==> src/rtl/sample_run_sequencer.sv <==
// ---------------------------------------------------------------------------
// sample_run_sequencer
//
// Run-level scheduler for a batch of annealing samples. For each sample it
// triggers the row accumulation controller, keeps row addressing enabled
// while the array is swept a programmed number of times, requests a stop and
// then waits for the Hamiltonian calculator to finish. It reports a
// per-sample result strobe, a batch-end pulse and sticky abort / watchdog
// flags.
//
// Ports:
//   clk               in   clock
//   reset             in   asynchronous active-high reset
//   start             in   batch start pulse, honoured only when idle
//   abort             in   terminate the running batch (level, per cycle)
//   num_samples       in   samples per batch, latched on accepted start
//   sweeps_per_sample in   array passes per sample, 0 behaves as 1
//   array_done        in   pulse at the end of the last row of a sweep
//   cal_done          in   pulse when the Hamiltonian is available
//   sample_trig       out  one-cycle sample start
//   stop              out  one-cycle stop request
//   address_enable    out  row addressing enable
//   result_valid      out  Hamiltonian for sample_idx is valid
//   sample_idx        out  0-based index of the current sample
//   busy              out  high whenever not idle
//   done              out  one-cycle batch-end pulse
//   aborted           out  sticky: last batch ended by abort or timeout
//   timeout_err       out  sticky: watchdog fired
//   state             out  debug view of the current state
//
// Every output is decoded from registered state or a registered flag, so
// there is no combinational path from any input to any output.
// ---------------------------------------------------------------------------
module sample_run_sequencer #(
   parameter int SAMPLE_W  = 16,
   parameter int SWEEP_W   = 8,
   parameter int TIMEOUT_W = 12
) (
   input  logic                clk,
   input  logic                reset,
   input  logic                start,
   input  logic                abort,
   input  logic [SAMPLE_W-1:0] num_samples,
   input  logic [SWEEP_W-1:0]  sweeps_per_sample,
   input  logic                array_done,
   input  logic                cal_done,
   output logic                sample_trig,
   output logic                stop,
   output logic                address_enable,
   output logic                result_valid,
   output logic [SAMPLE_W-1:0] sample_idx,
   output logic                busy,
   output logic                done,
   output logic                aborted,
   output logic                timeout_err,
   output logic [2:0]          state
);

   typedef enum logic [2:0] {
      ST_IDLE     = 3'd0,
      ST_TRIG     = 3'd1,
      ST_SWEEP    = 3'd2,
      ST_STOP_REQ = 3'd3,
      ST_WAIT_CAL = 3'd4,
      ST_NEXT     = 3'd5,
      ST_ABORT    = 3'd6,
      ST_DONE     = 3'd7
   } state_t;

   localparam logic [SAMPLE_W-1:0]  SAMPLE_ONE = {{(SAMPLE_W-1){1'b0}}, 1'b1};
   localparam logic [SWEEP_W-1:0]   SWEEP_ONE  = {{(SWEEP_W-1){1'b0}}, 1'b1};
   localparam logic [TIMEOUT_W-1:0] WD_ONE     = {{(TIMEOUT_W-1){1'b0}}, 1'b1};
   // The watchdog counter starts at 0 on state entry, so reaching limit-1
   // means the limit (2^TIMEOUT_W-1) cycles have been spent in the state.
   localparam logic [TIMEOUT_W-1:0] WD_LAST    = {{(TIMEOUT_W-1){1'b1}}, 1'b0};

   state_t                state_q,       state_d;
   logic [SAMPLE_W-1:0]   sample_idx_q,  sample_idx_d;
   logic [SAMPLE_W-1:0]   num_samples_q, num_samples_d;
   logic [SWEEP_W-1:0]    sweeps_q,      sweeps_d;
   logic [SWEEP_W-1:0]    sweep_cnt_q,   sweep_cnt_d;
   logic [TIMEOUT_W-1:0]  wd_q,          wd_d;
   logic                  aborted_q,     aborted_d;
   logic                  timeout_q,     timeout_d;
   logic                  wd_fire_s;

   assign wd_fire_s = (wd_q == WD_LAST);

   // State and counter registers.
   always_ff @(posedge clk or posedge reset) begin
      if (reset) begin
         state_q       <= ST_IDLE;
         sample_idx_q  <= '0;
         num_samples_q <= '0;
         sweeps_q      <= '0;
         sweep_cnt_q   <= '0;
         wd_q          <= '0;
         aborted_q     <= 1'b0;
         timeout_q     <= 1'b0;
      end else begin
         state_q       <= state_d;
         sample_idx_q  <= sample_idx_d;
         num_samples_q <= num_samples_d;
         sweeps_q      <= sweeps_d;
         sweep_cnt_q   <= sweep_cnt_d;
         wd_q          <= wd_d;
         aborted_q     <= aborted_d;
         timeout_q     <= timeout_d;
      end
   end

   // Next-state, counter and sticky-flag logic.
   always_comb begin
      state_d       = state_q;
      sample_idx_d  = sample_idx_q;
      num_samples_d = num_samples_q;
      sweeps_d      = sweeps_q;
      sweep_cnt_d   = sweep_cnt_q;
      wd_d          = '0;            // clears on every state change by default
      aborted_d     = aborted_q;
      timeout_d     = timeout_q;

      case (state_q)
         ST_IDLE: begin
            if (start) begin
               num_samples_d = num_samples;
               sweeps_d      = (sweeps_per_sample == '0) ? SWEEP_ONE : sweeps_per_sample;
               sample_idx_d  = '0;
               aborted_d     = 1'b0;
               timeout_d     = 1'b0;
               state_d       = (num_samples == '0) ? ST_DONE : ST_TRIG;
            end else begin
               state_d = ST_IDLE;
            end
         end
         ST_TRIG: begin
            if (abort) begin
               state_d = ST_ABORT;
            end else begin
               sweep_cnt_d = '0;
               state_d     = ST_SWEEP;
            end
         end
         ST_SWEEP: begin
            if (abort) begin
               state_d = ST_ABORT;
            end else if (wd_fire_s) begin
               timeout_d = 1'b1;
               state_d   = ST_ABORT;
            end else if (array_done) begin
               // watchdog restarts on every completed sweep (wd_d default)
               if (sweep_cnt_q == (sweeps_q - SWEEP_ONE)) begin
                  state_d = ST_STOP_REQ;
               end else begin
                  sweep_cnt_d = sweep_cnt_q + SWEEP_ONE;
               end
            end else begin
               wd_d = wd_q + WD_ONE;
            end
         end
         ST_STOP_REQ: begin
            if (abort) begin
               state_d = ST_ABORT;
            end else begin
               state_d = ST_WAIT_CAL;
            end
         end
         ST_WAIT_CAL: begin
            if (abort) begin
               state_d = ST_ABORT;
            end else if (wd_fire_s) begin
               timeout_d = 1'b1;
               state_d   = ST_ABORT;
            end else if (cal_done) begin
               state_d = ST_NEXT;
            end else begin
               wd_d = wd_q + WD_ONE;
            end
         end
         ST_NEXT: begin
            if (abort) begin
               state_d = ST_ABORT;
            end else if (sample_idx_q == (num_samples_q - SAMPLE_ONE)) begin
               state_d = ST_DONE;
            end else begin
               sample_idx_d = sample_idx_q + SAMPLE_ONE;
               state_d      = ST_TRIG;
            end
         end
         ST_ABORT: begin
            state_d = ST_DONE;
         end
         ST_DONE: begin
            state_d = ST_IDLE;
         end
         default: begin
            state_d = ST_IDLE;
         end
      endcase

      // Any way into ABORT (request or watchdog) marks the batch as aborted.
      if ((state_d == ST_ABORT) && (state_q != ST_ABORT)) begin
         aborted_d = 1'b1;
      end else begin
         aborted_d = aborted_d;
      end
   end

   assign sample_trig    = (state_q == ST_TRIG);
   assign stop           = (state_q == ST_STOP_REQ) || (state_q == ST_ABORT);
   assign address_enable = (state_q == ST_TRIG)     || (state_q == ST_SWEEP) ||
                           (state_q == ST_STOP_REQ) || (state_q == ST_WAIT_CAL) ||
                           (state_q == ST_NEXT);
   // NEXT is only reachable from WAIT_CAL on cal_done, so it marks a result.
   assign result_valid   = (state_q == ST_NEXT);
   assign sample_idx     = sample_idx_q;
   assign busy           = (state_q != ST_IDLE);
   assign done           = (state_q == ST_DONE);
   assign aborted        = aborted_q;
   assign timeout_err    = timeout_q;
   assign state          = state_q;

endmodule

==> config.mk <==
export PLATFORM = sky130hd
export DESIGN_NAME = sample_run_sequencer
export DESIGN_NICKNAME = d
export VERILOG_FILES = /design/src/rtl/sample_run_sequencer.sv
export SDC_FILE = /design/constraint.sdc
export NUM_CORES = 1
export LEC_CHECK = 0
export CAP_MARGIN = 0
export CORE_ASPECT_RATIO = 1.75
export CORE_MARGIN = 3
export CORE_UTILIZATION = 45
export DETAILED_ROUTE_END_ITERATION = 7
export PLACE_DENSITY = 0.7
export SLEW_MARGIN = 20
export SYNTH_ARGS = -nofsm -noshare
export SYNTH_HDL_FRONTEND = slang
export SYNTH_SLANG_ARGS = --single-unit
==> constraint.sdc <==
create_clock -name clk -period 2.6 [get_ports clk]
set_clock_uncertainty 0.2 [all_clocks]
set_input_delay 0.26 -clock clk [delete_from_list [all_inputs] [get_ports clk]]
set_output_delay 0.26 -clock clk [all_outputs]
set_load 0.02 [all_outputs]
# [After elaboration in Yosys (flattened, before gate mapping)]
# Index checks and enable logic that the tools add are counted.
[word_totals] reg_bits=65 latch_bits=0 ram_bits=0 mem_bits_ro=0 inputBits=30 wordCells=94 memories=0
[op_classes] add_sub_neg=5 multipliers=0 div_mod_pow=0 n_lt_le_gt_ge=0 n_eq_ne=22 shift=0 n_mux=38 n_bitwise=0 reduce_logical=21
[op_table] operator="$mux W12" n=6
[op_table] operator="$mux W16" n=3
[op_table] operator="$mux W8" n=6
[op_table] operator="$mux W3" n=12
[op_table] operator="$pmux W16 S2" n=1
[op_table] operator="$pmux W12 S2" n=1
[op_table] operator="$pmux W3 S8" n=1
[op_table] operator="$ne A2 B2 Y1 const B" n=9
[op_table] operator="$add A16 B1 Y16 const B" n=1
[op_table] operator="$eq A16 B16 Y1" n=1
[op_table] operator="$logic_not A16 Y1" n=1
[op_table] operator="$pmux W8 S2" n=1
[op_table] operator="$sub A16 B1 Y16 const B" n=1
[op_table] operator="$eq A3 B3 Y1 const B" n=5
[op_table] operator="$add A12 B1 Y12 const B" n=1
[op_table] operator="$eq A12 B12 Y1 const B" n=1
[op_table] operator="$reduce_bool A2 Y1" n=5
[op_table] operator="$add A8 B1 Y8 const B" n=1
[op_table] operator="$eq A8 B8 Y1" n=1
[op_table] operator="$logic_not A8 Y1" n=1
[op_table] operator="$reduce_and A4 Y1" n=2
[op_table] operator="$sub A8 B1 Y8 const B" n=1
[op_table] operator="$eq A3 B2 Y1 const B" n=2
[op_table] operator="$reduce_and A6 Y1" n=1
[op_table] operator="12 further kinds" n=21

# [Depth between registers and ports, before layout]
[logic_depth] word_depth=11 ltp_mapped=11 ltp_nobuf=9

# [Worst setup path after synthesis]
# Ideal clock, no wire load.
[synth_timing] kind="flip-flop to flip-flop" startpoint="register num_samples_q[3]" endpoint="register sample_idx_q[11], in the netlist sample_idx[11]" arrival_ns=2.539 required_time_ns=2.322 path_slack_ns=-0.217 path_stages_with_launch=11 n_path_buf=3 synth_period_minus_slack_ns=2.817 cell_sequence="dfrtp_1 buf_6 or4_4 buf_6 or3_1 o311ai_1 nor4_1 and4_4 buf_6 or4_1 a21oi_1"
[synth_via] elab_chain_len=4
[synth_rtl] element="start: declaration" line_no="79" source="logic [SAMPLE_W-1:0] num_samples_q, num_samples_d;"
[synth_rtl] element="start signal: assignment" line_no="103" source="num_samples_q <= num_samples_d;"
[synth_rtl] element="$sub A16 B1 Y16" line_no="183" source="end else if (sample_idx_q == (num_samples_q - SAMPLE_ONE)) begin"
[synth_rtl] element="$eq A16 B16 Y1" line_no="183"
[synth_rtl] element="$ne A2 B2 Y1 (no source line)"
[synth_rtl] element="$reduce_and A4 Y1 (no source line)"
[synth_rtl] element="end signal: assignment" line_no="102" source="sample_idx_q <= sample_idx_d;"
[synth_rtl] element="end: declaration" line_no="78" source="logic [SAMPLE_W-1:0] sample_idx_q, sample_idx_d;"
# Every way passes these cells.
# A chain may end at the register's enable or synchronous reset.

# [Final worst setup path]
[layout_timing] startpoint="register num_samples_q[6]" endpoint="register sample_idx_q[12], in the netlist sample_idx[12]"
# Same word-level chain as after synthesis.

==> results.sh <==
export IMPL_dieArea_sq_um=10300
export IMPL_insertedDiodeCount=0
export IMPL_first_pass_iters=7
export IMPL_cap_violations=0
export IMPL_crit_slowest_cell="or4_4"
export IMPL_p_total_mw=6.01
export IMPL_clockRootBuffer="clkbuf_16"
export IMPL_post_route_cells_drive_above_1_share=0.216
export IMPL_netlist_instances=483
export IMPL_dp_hpwl_mm=8.84
export IMPL_cp_max_fo=5
export IMPL_die_y_um=132
export IMPL_clkSlewWorstSetupHoldPaths_ps=50
export IMPL_yosys_warnings=0
export IMPL_final_area_sq_um=5760
export IMPL_synth_area_leaders="dfrtp_1, nand2_1, xor2_1"
export IMPL_internal_power_mw=3.55
export IMPL_cts_sinks=65
export IMPL_seqPwrFrac=0.272
export IMPL_avgSynthCellArea_sq_um=8.42
export IMPL_p_sw_frac=0.409
export IMPL_reg2reg_from="num_samples_q[6]"
export IMPL_grt_pass1_wl_mm=20.3
export IMPL_switchingPower_mw=2.46
export IMPL_hold_viol_final=0
export IMPL_cellPowerDensity_nw_per_um2=1040
export IMPL_syn_area_sq_um=4070
export IMPL_failed_checks="setup timing"
export IMPL_finalCriticalPeriod_ps=2820
export IMPL_ys_seq_area_frac=0.400
export IMPL_cp_end_kind="flop"
export IMPL_status="finished, violations left"
export IMPL_yosys_register_bits=65
export IMPL_tightest_slew_ps=764
export IMPL_syn_nets=519
export IMPL_via_per_inst=5.81
export IMPL_crit_required_ps=2660
export IMPL_path_cells="or4_4 -> buf_6 -> or4_4 -> a211oi_2 -> nor3_2 -> nand4_1 -> or3b_1 -> a21oi_1"
export IMPL_crit_start="num_samples_q[6]"
export IMPL_maxSlewViolCount=0
export IMPL_nets=621
export IMPL_routed_wl_mm=12.6
export IMPL_ios=57
export IMPL_critPathLaunchType="flop"
export IMPL_place_congestion=0.917
export IMPL_crit_type="reg2reg"
export IMPL_fin_ws_ps=-217
export IMPL_holdCritPathClass="in2async"
export IMPL_setup_viol=19
export IMPL_drc=0
export IMPL_grt_pass1_vias=4145
export IMPL_synth_edf_count=0
export IMPL_clkPwrFrac=0.203
export IMPL_grt_antenna_before_repair=0
export IMPL_grt_max_degree=42
export IMPL_gr_total_overflow=0
export IMPL_cts_made_buffers=9
export IMPL_vias=4104
export IMPL_drtIter0Drc=294
export IMPL_cts_tree="done"
export IMPL_setup_tns_final_ps=-2540
export IMPL_rsz0062_at_grt="yes"
export IMPL_std_cell_rows=45
export IMPL_finalCritPeriodShare=1.08
export IMPL_die_w_um=77.8
export IMPL_htree_levels=3
export IMPL_cellLeakagePower_nw=2.41
export IMPL_vdd_drop_max_mv=0.661
export IMPL_port_buffers=56
export IMPL_area_delta_synth_final_pct=41.6
export IMPL_clockBufferDepth=2
export IMPL_ys_types=52
export IMPL_yosys_most_used_dff="dfrtp_1"
export IMPL_core_area_sq_um=8730
export IMPL_clk_latency_ps=340
export IMPL_max_slew_margin_rel=0.487
export IMPL_max_freq_ghz=0.355
export IMPL_postRouteAntennaNets=0
export IMPL_dpl_instance_area_sq_um=5020
export IMPL_async_flop_share=1.00
export IMPL_start_util=0.466
export IMPL_combPwrFrac=0.525
export IMPL_dpl_worst_slack_ps=-132
export IMPL_cpMostUsedCell="or4_4"
export IMPL_max_stage_delay_ps=600
export IMPL_track_usage=0.251
export IMPL_cp_arrival_ps=2880
export IMPL_wl_per_cell_um=17.9
export IMPL_synth_top_area_cell="dfrtp_1"
export IMPL_yosysTopAreaCellShare=0.400
export IMPL_hold_slack_ps=64.8
## final cells by class
type / instances / area, sq um
fill: 722 / 2970
multi-input combinational: 383 / 2630
sequential: 65 / 1630
timing repair buffer: 111 / 997
clock buffer: 12 / 256
tap: 117 / 146
inverter: 15 / 56.3
clock inverter: 3 / 40.0
## worst max-delay path, delay by kind of cell (launching register included)
family                 cells  cell delay, ps
AOI/OAI and AO/OA          2             360
and+or+nand+nor            5            1660
DFF                        1             370
buffers and inverters      1             150
## flip-flops by register name, indices dropped and copies added (netlist names)
name           flops
aborted            1
sweep_cnt_q        8
wd_q              12
state              3
sweeps_q           8
num_samples_q     16
sample_idx        16
timeout_err        1
## per-layer routing
metal	vias up	global-route usage	wire length, um
li1	1933	-	-
met1	1986	0.278	4490
met2	135	0.445	6860
met3	50	0.0397	549
met4	0	0.144	700
met5	-	0	0
## worst paths after layout
| check | slack [ps] | to | depth (start not counted) |
|---|---|---|---|
| worst min-delay path | 60 | sample_idx[9] | 2 |
| max in group asynchronous | 1560 | sweeps_q[2] | 3 |
| worst max-delay path | -220 | sample_idx[12] | 8 |
| worst min register to register | 300 | wd_q[0] | 1 |
| worst max register to register | -220 | sample_idx[12] | 8 |
| min in group clk | 280 | num_samples_q[8] | 3 |
## metrics by stage
step                      std cells  utilization
final                           706        0.660
after global routing            706        0.660
after CTS                       695        0.623
after detailed placement        676        0.575
after global placement          676        0.575
after floorplan                 483            -
## cells in the mapped netlist, types with 2 or more instances
cell,number
a211oi_1,4
a21boi_0,3
a21oi_1,24
a31oi_1,2
and2_1,5
and3_1,3
buf_1,2
buf_6,4
clkbuf_1,16
dfrtp_1,65
ha_1,6
inv_1,15
mux2i_1,2
nand2_1,88
nand2b_1,9
nand3_1,14
nand3b_1,3
nand4_1,16
nand4b_1,2
nor2_1,26
nor2b_1,4
nor3_1,11
nor3_2,2
nor3b_1,2
nor4_1,15
nor4b_1,3
o21ai_0,28
o311ai_0,2
o31a_1,2
o31ai_1,10
or2_2,6
or3_1,16
or4_1,14
xnor2_1,19
xor2_1,23
## power groups by stage
| stage | Combinational [mW] | Clock (mW) | Sequential (mW) |
|---|---|---|---|
| 4_1_cts | 2.69 | 1.23 | 1.61 |
| 5_1_grt | 3.46 | 1.28 | 1.67 |
| 3_3_place_gp | 2.43 | 0 | 1.60 |
| 6_report | 3.15 | 1.22 | 1.64 |
| 3_5_place_dp | 2.50 | 0 | 1.61 |
| 2_1_floorplan | 1.51 | 0 | 1.63 |
## cell usage in the layout (no fill, tap or decap), types with 5 or more instances in the layout
cell type        Yosys  final
nand2_1             88     88
dfrtp_1             65     64
clkdlybuf4s50_1      0     56
buf_4                0     51
nor2_1              26     25
xor2_1              23     23
a21oi_1             24     20
nand4_1             16     16
xnor2_1             19     16
o21ai_0             28     16
nand3_1             14     14
or3_1               16     14
inv_1               15     13
o21ai_1              0     11
or4_1               14      9
clkbuf_16            0      9
nor3_1              11      8
nor4_1              15      8
nand2b_1             9      8
or4_4                1      6
nor4_4               0      6
o31ai_1             10      6
and2_1               5      5
or2_2                6      5
## cell families (layout without fill, tap and decap cells)
kind of cell	after synthesis	after routing	share of synthesized area
mux	3	3	0.00769
fa+ha+maj	6	6	0.0185
simple gates	244	247	0.313
compound gates	85	85	0.128
flops	65	65	0.400
xor+xnor	42	42	0.0905
buf+inv	38	141	0.0428
## repair_timing
item                       in CTS  in global routing
pin swaps                      14                 31
gates resized for setup        21                 52
hold endpoints to repair        0                  0
cloned                          2                  2
buffers inserted                2                  9
setup endpoints to repair      20                 27
hold buffers                    0                  0
Power figures use the tool's default switching activity.
